==> config.mk <==
export PLATFORM = sky130hd
export DESIGN_NAME = cisr_row_accumulator
export DESIGN_NICKNAME = d
export VERILOG_FILES = /design/src/rtl/cisr_pkg.sv /design/src/rtl/cisr_result_fifo.sv /design/src/rtl/cisr_row_accumulator.sv
export SDC_FILE = /design/constraint.sdc
export NUM_CORES = 1
export LEC_CHECK = 0
export BUFFER_PORTS_ARGS = -buffer_cell sky130_fd_sc_hd__buf_4
export CAP_MARGIN = 10
export CORE_ASPECT_RATIO = 1.25
export CORE_MARGIN = 4
export CORE_UTILIZATION = 35
export CTS_CLUSTER_SIZE = 30
export DETAILED_ROUTE_END_ITERATION = 12
export GPL_TIMING_DRIVEN = 0
export PLACE_DENSITY = 0.48
export REMOVE_ABC_BUFFERS = 1
export SLEW_MARGIN = 5
export SYNTH_ARGS = -nofsm -noshare
export SYNTH_HDL_FRONTEND = slang
export SYNTH_SLANG_ARGS = --single-unit
==> constraint.sdc <==
create_clock -name clk -period 7.2 [get_ports clk]
set_input_delay 1.44 -clock clk [delete_from_list [all_inputs] [get_ports clk]]
set_output_delay 1.44 -clock clk [all_outputs]
set_load 0.03 [all_outputs]
==> src/rtl/cisr_pkg.sv <==
// Shared definitions for the CISR row-accumulator channel: default widths
// and the accumulator state encoding.
package cisr_pkg;

    localparam int CISR_ROW_W  = 5;
    localparam int CISR_DATA_W = 32;

    typedef enum logic [1:0] {
        IDLE  = 2'd0,
        ACCUM = 2'd1,
        FLUSH = 2'd2
    } acc_state_e;

endpackage

==> src/rtl/cisr_result_fifo.sv <==
// Synchronous first-word-fall-through FIFO holding {rowID, sum} results.
// Full and empty are registered; DEPTH must be a power of two so the
// pointers wrap naturally.
module cisr_result_fifo #(
    parameter int WIDTH = 37,
    parameter int DEPTH = 4
) (
    input  logic             clk_i,
    input  logic             rst_ni,
    input  logic             push_i,
    input  logic [WIDTH-1:0] wdata_i,
    input  logic             pop_i,
    output logic [WIDTH-1:0] rdata_o,
    output logic             full_o,
    output logic             empty_o
);

    localparam int PTR_W = (DEPTH > 1) ? $clog2(DEPTH) : 1;
    localparam int CNT_W = $clog2(DEPTH + 1);

    logic [WIDTH-1:0] mem_q [DEPTH];
    logic [PTR_W-1:0] wr_ptr_q, rd_ptr_q;
    logic [CNT_W-1:0] count_q, count_d;
    logic             full_q, empty_q;
    logic             wr_en, rd_en;

    // A push while full is only taken when a pop frees the head slot this cycle.
    always_comb begin
        wr_en   = push_i & (!full_q | pop_i);
        rd_en   = pop_i & !empty_q;
        count_d = count_q;
        case ({wr_en, rd_en})
            2'b10:   count_d = count_q + CNT_W'(1);
            2'b01:   count_d = count_q - CNT_W'(1);
            default: count_d = count_q;
        endcase
    end

    // Storage array carries no reset; only valid entries are ever read.
    always_ff @(posedge clk_i) begin
        if (wr_en) begin
            mem_q[wr_ptr_q] <= wdata_i;
        end
    end

    // Pointer, occupancy and flag registers.
    always_ff @(posedge clk_i) begin
        if (!rst_ni) begin
            wr_ptr_q <= '0;
            rd_ptr_q <= '0;
            count_q  <= '0;
            full_q   <= 1'b0;
            empty_q  <= 1'b1;
        end else begin
            if (wr_en) wr_ptr_q <= wr_ptr_q + PTR_W'(1);
            if (rd_en) rd_ptr_q <= rd_ptr_q + PTR_W'(1);
            count_q <= count_d;
            full_q  <= (count_d == CNT_W'(DEPTH));
            empty_q <= (count_d == '0);
        end
    end

    assign rdata_o = mem_q[rd_ptr_q];
    assign full_o  = full_q;
    assign empty_o = empty_q;

endmodule

==> src/rtl/cisr_row_accumulator.sv <==
// Per-channel row accumulator: sums consecutive products sharing a rowID and
// emits one (rowID, sum) per non-empty row through a small result FIFO.
module cisr_row_accumulator
    import cisr_pkg::*;
#(
    parameter int ROW_W    = CISR_ROW_W,
    parameter int DATA_W   = CISR_DATA_W,
    parameter int FIFO_DEP = 4
) (
    input  logic                     clk,
    input  logic                     reset,
    input  logic                     in_valid,
    output logic                     in_ready,
    input  logic [ROW_W-1:0]         in_rowID,
    input  logic signed [DATA_W-1:0] in_product,
    input  logic                     in_last,
    output logic                     out_valid,
    input  logic                     out_ready,
    output logic [ROW_W-1:0]         out_rowID,
    output logic signed [DATA_W-1:0] out_sum,
    output logic                     err_order,
    output logic                     busy
);

    localparam int ENTRY_W = ROW_W + DATA_W;

    // Sums wrap modulo 2^DATA_W; no saturation is applied.
    function automatic logic signed [DATA_W-1:0] wrap_add(
        input logic signed [DATA_W-1:0] a,
        input logic signed [DATA_W-1:0] b
    );
        return a + b;
    endfunction

    acc_state_e                state_q;
    logic [ROW_W-1:0]          cur_row_q;
    logic signed [DATA_W-1:0]  acc_q;
    logic                      err_q;

    logic                      fifo_full, fifo_empty;
    logic                      fifo_push;
    logic [ENTRY_W-1:0]        fifo_rdata;
    logic                      accept;
    logic                      same_row;

    assign in_ready  = reset & (state_q != FLUSH) & !fifo_full;
    assign accept    = in_valid & in_ready;
    assign same_row  = (in_rowID == cur_row_q);

    // The open row is closed either by a row change in ACCUM or by the FLUSH
    // state once the FIFO has room; both push the current (row, acc) pair.
    assign fifo_push = ((state_q == ACCUM) & accept & !same_row)
                     | ((state_q == FLUSH) & !fifo_full);

    // Accumulator FSM and datapath registers.
    always_ff @(posedge clk) begin
        if (!reset) begin
            state_q   <= IDLE;
            cur_row_q <= '0;
            acc_q     <= '0;
            err_q     <= 1'b0;
        end else begin
            case (state_q)
                IDLE: begin
                    if (accept) begin
                        cur_row_q <= in_rowID;
                        acc_q     <= in_product;
                        state_q   <= in_last ? FLUSH : ACCUM;
                    end
                end
                ACCUM: begin
                    if (accept) begin
                        if (same_row) begin
                            acc_q <= wrap_add(acc_q, in_product);
                        end else begin
                            cur_row_q <= in_rowID;
                            acc_q     <= in_product;
                        end
                        if (in_rowID < cur_row_q) err_q <= 1'b1;
                        state_q <= in_last ? FLUSH : ACCUM;
                    end
                end
                FLUSH: begin
                    if (!fifo_full) state_q <= IDLE;
                end
                default: state_q <= IDLE;
            endcase
        end
    end

    cisr_result_fifo #(
        .WIDTH (ENTRY_W),
        .DEPTH (FIFO_DEP)
    ) u_result_fifo (
        .clk_i   (clk),
        .rst_ni  (reset),
        .push_i  (fifo_push),
        .wdata_i ({cur_row_q, acc_q}),
        .pop_i   (out_ready),
        .rdata_o (fifo_rdata),
        .full_o  (fifo_full),
        .empty_o (fifo_empty)
    );

    assign out_valid = reset & !fifo_empty;
    assign out_rowID = fifo_rdata[ENTRY_W-1 -: ROW_W];
    assign out_sum   = fifo_rdata[DATA_W-1:0];
    assign err_order = err_q;
    assign busy      = reset & ((state_q != IDLE) | !fifo_empty);

endmodule

==> results.toml <==
[global_route]
grt_overflow = 0
grt_max_degree = 32
antenna_found_initial = 0
first_global_vias = 6478
grt_pass1_wl_mm = 35.4
grt_use_total = 0.156

[flow_run]
drv_cap = 0

[floorplan]
die_h_um = 191
initial_core_util = 0.358
rows = 66
core_um2 = 26300
ioPinCount = 83
die_width_um = 155
die-area_um2 = 29600

[synthesis]
synth_area_per_cell_um2 = 13.2
synth_seq_cells = 199
synthFlopType = "edfxtp_1"
yosys_warnings = 0
async_reset_ff_frac = 0
synth_top_area_cell = "edfxtp_1"
netlist_area_um2 = 9400
netlist_top_cells_area = "edfxtp_1 47%, dfxtp_1 11%, mux4_2 8.9%"
synth_cell_types = 68
synth_cells = 710
yosysSeqAreaShare = 0.581
synth_top_area_share = 0.473
synth_edf_count = 148

[clocking]
clock_latency_ns = 0.43
cts_tree = "built"
ctsHoldBuffers = 0
cts-root-buf = "clkbuf_16"
htreeDepth = 4
path_clk_slew_ns = 0.06
cts_num_sinks = 199
postCtsSetupBuffers = 0
ctsResizeCount = 0
cts_buffers = 17
cts_max_path_buffers = 2

[min_path]
hp-start = "err_order"
whs_path_depth = 2
hp-class = "register to register"
whs_endpoint = "err_order"

[critical_path]
r2r-start = "cur_row_q[2]"
r2r_slack_ns = 3.59
critPathKind = "input port to output port"
critPathRequiredTime_ns = 5.76
worstPathMaxFanout = 29
critPathLaunchType = "input port"
reg2reg_depth = 9
arrival_ns = 2.98
cp-end-kind = "output port"
rr_endpoint = "acc_q[6]"

[timing]
hold-worst-slack_ns = 0.490
worst_pin_slew_ns = 1.04
hold_viol = 0
drv_slew = 0
skew_ns = 0.0110
setup_viol_count_final = 0
rsz0062_at_grt = "false"
max_freq_ghz = 0.226
slew_headroom = 0.308
min_period_ns = 4.42
fin_crit_sh = 0.613

[routing]
drtPass1Iterations = 5
detail_route.iter0.violations = 386
wl_per_cell_um = 19.6
drtAntennaViolNets = 0
wl_mm = 22.5
vias_per_cell = 5.39
num_vias = 6174
drc = 0

[placed_design]
dp_cells = 1113
dpl_cell_area_um2 = 10500
post-dp-hpwl_mm = 16.0
io_buffers = 82
gp_congestion = 0.834

[final_layout]
final_nets = 877
syn2layout_area_growth_pct = 18.1
layout-drive-gt1-share = 0.227
diodes = 0
stdcell_area_um2 = 11100
instances_no_fill = 1145

[pwr]
p_leak_uw = 0.00395
ir_drop_v = 0.000155
powerDensity_nw_per_um2 = 252
p_total_uw = 2800

[run_status]
status = "finished clean"
-- final cells by class --
cell class                 instances  area (um2)
fill                            2438       15200
timing repair buffer              95         811
sequential                       199        5470
multi-input combinational        463        3770
clock inverter                    11         126
clock buffer                      21         440
inverter                          16        60.1
tap                              340         425
-- registers in the layout, summed over array words and instances (netlist names), named ones only --
| signal | flops |
|---|---|
| u_result_fifo.mem_q | 148 |
| acc_q | 32 |
| cur_row_q | 5 |
| u_result_fifo.count_q | 3 |
| state_q | 2 |
| u_result_fifo.rd_ptr_q | 2 |
| u_result_fifo.wr_ptr_q | 2 |
| err_order | 1 |
| u_result_fifo.empty_o | 1 |
| u_result_fifo.full_o | 1 |
-- cell families after synthesis --
family	count (synthesis)	share of synthesized area
compound gates	178	0.129
xor+xnor	30	0.0279
fa+ha+maj	43	0.0588
buf+inv	48	0.0194
flops	199	0.581
mux	40	0.0918
simple gates	172	0.0922
-- worst max-delay path, cell delays in order --
cell	delay [ns]
buf_4	0.30
inv_1	0.54
nor3_1	0.45
buf_4	0.23
-- metrics by stage --
stage / worst slack, ns / setup TNS, ns / util
final: 2.78 / 0 / 0.423
after global routing: 2.64 / 0 / 0.423
after CTS: 2.77 / 0 / 0.423
after detailed placement: 2.46 / 0 / 0.401
after global placement: -0.722 / -12.59 / 0.393
after floorplan: 2.55 / 0 / -
-- worst max-delay path by stage --
stage	depth (start not counted)	start	endpoint	slack, ns
global route	4	reset	in_ready	2.64
detailed placement	9	in_rowID[2]	acc_q[6]	2.46
finish	4	reset	in_ready	2.78
global placement	5	reset	acc_q[19]	-0.72
floorplan	6	reset	acc_q[6]	2.55
CTS	4	reset	in_ready	2.77
-- Yosys cell counts (all sizes together) (9+ instances only) --
cell	number
edfxtp	148
nor2	54
dfxtp	51
a21oi	50
ha	41
o21ai	40
mux4	37
nand2	33
clkbuf	25
nor3	19
xnor2	19
a211oi	18
a21o	16
inv	16
nand3	14
nor2b	11
xor2	11
a31oi	9
-- routing by layer --
metal | vias up | share of wire | wire [um] | track usage
met3 | 25 | 0.039 | 872 | 0.0333
li1 | 2924 | - | - | -
met4 | 0 | 0.022 | 499 | 0.0523
met1 | 3120 | 0.41 | 9220 | 0.181
met5 | - | 0 | 0 | 0
met2 | 105 | 0.53 | 11900 | 0.284
-- placed cells by master, fill, tap and decap left out, types with 6 or more instances in the layout --
| master | netlist | final |
|---|---|---|
| buf_12 | 0 | 6 |
| buf_4 | 0 | 86 |
| nor2_1 | 54 | 53 |
| dfxtp_1 | 51 | 49 |
| inv_1 | 16 | 16 |
| xor2_1 | 11 | 11 |
| o21ai_0 | 39 | 39 |
| o221ai_1 | 8 | 8 |
| edfxtp_1 | 148 | 148 |
| ha_1 | 41 | 41 |
| nor3_1 | 19 | 19 |
| nor2b_1 | 11 | 11 |
| a31oi_1 | 8 | 8 |
| a21o_1 | 15 | 15 |
| clkbuf_16 | 0 | 17 |
| nand3_1 | 14 | 14 |
| nand2_1 | 33 | 33 |
| xnor2_1 | 19 | 19 |
| a211oi_1 | 17 | 17 |
| mux4_2 | 37 | 37 |
| a21oi_1 | 47 | 47 |
-- power breakdown --
group	switching, uW	internal, uW
clock network	415	515
logic	298	239
registers	51.8	1280
Note: power is estimated with default switching activity, not from simulation.
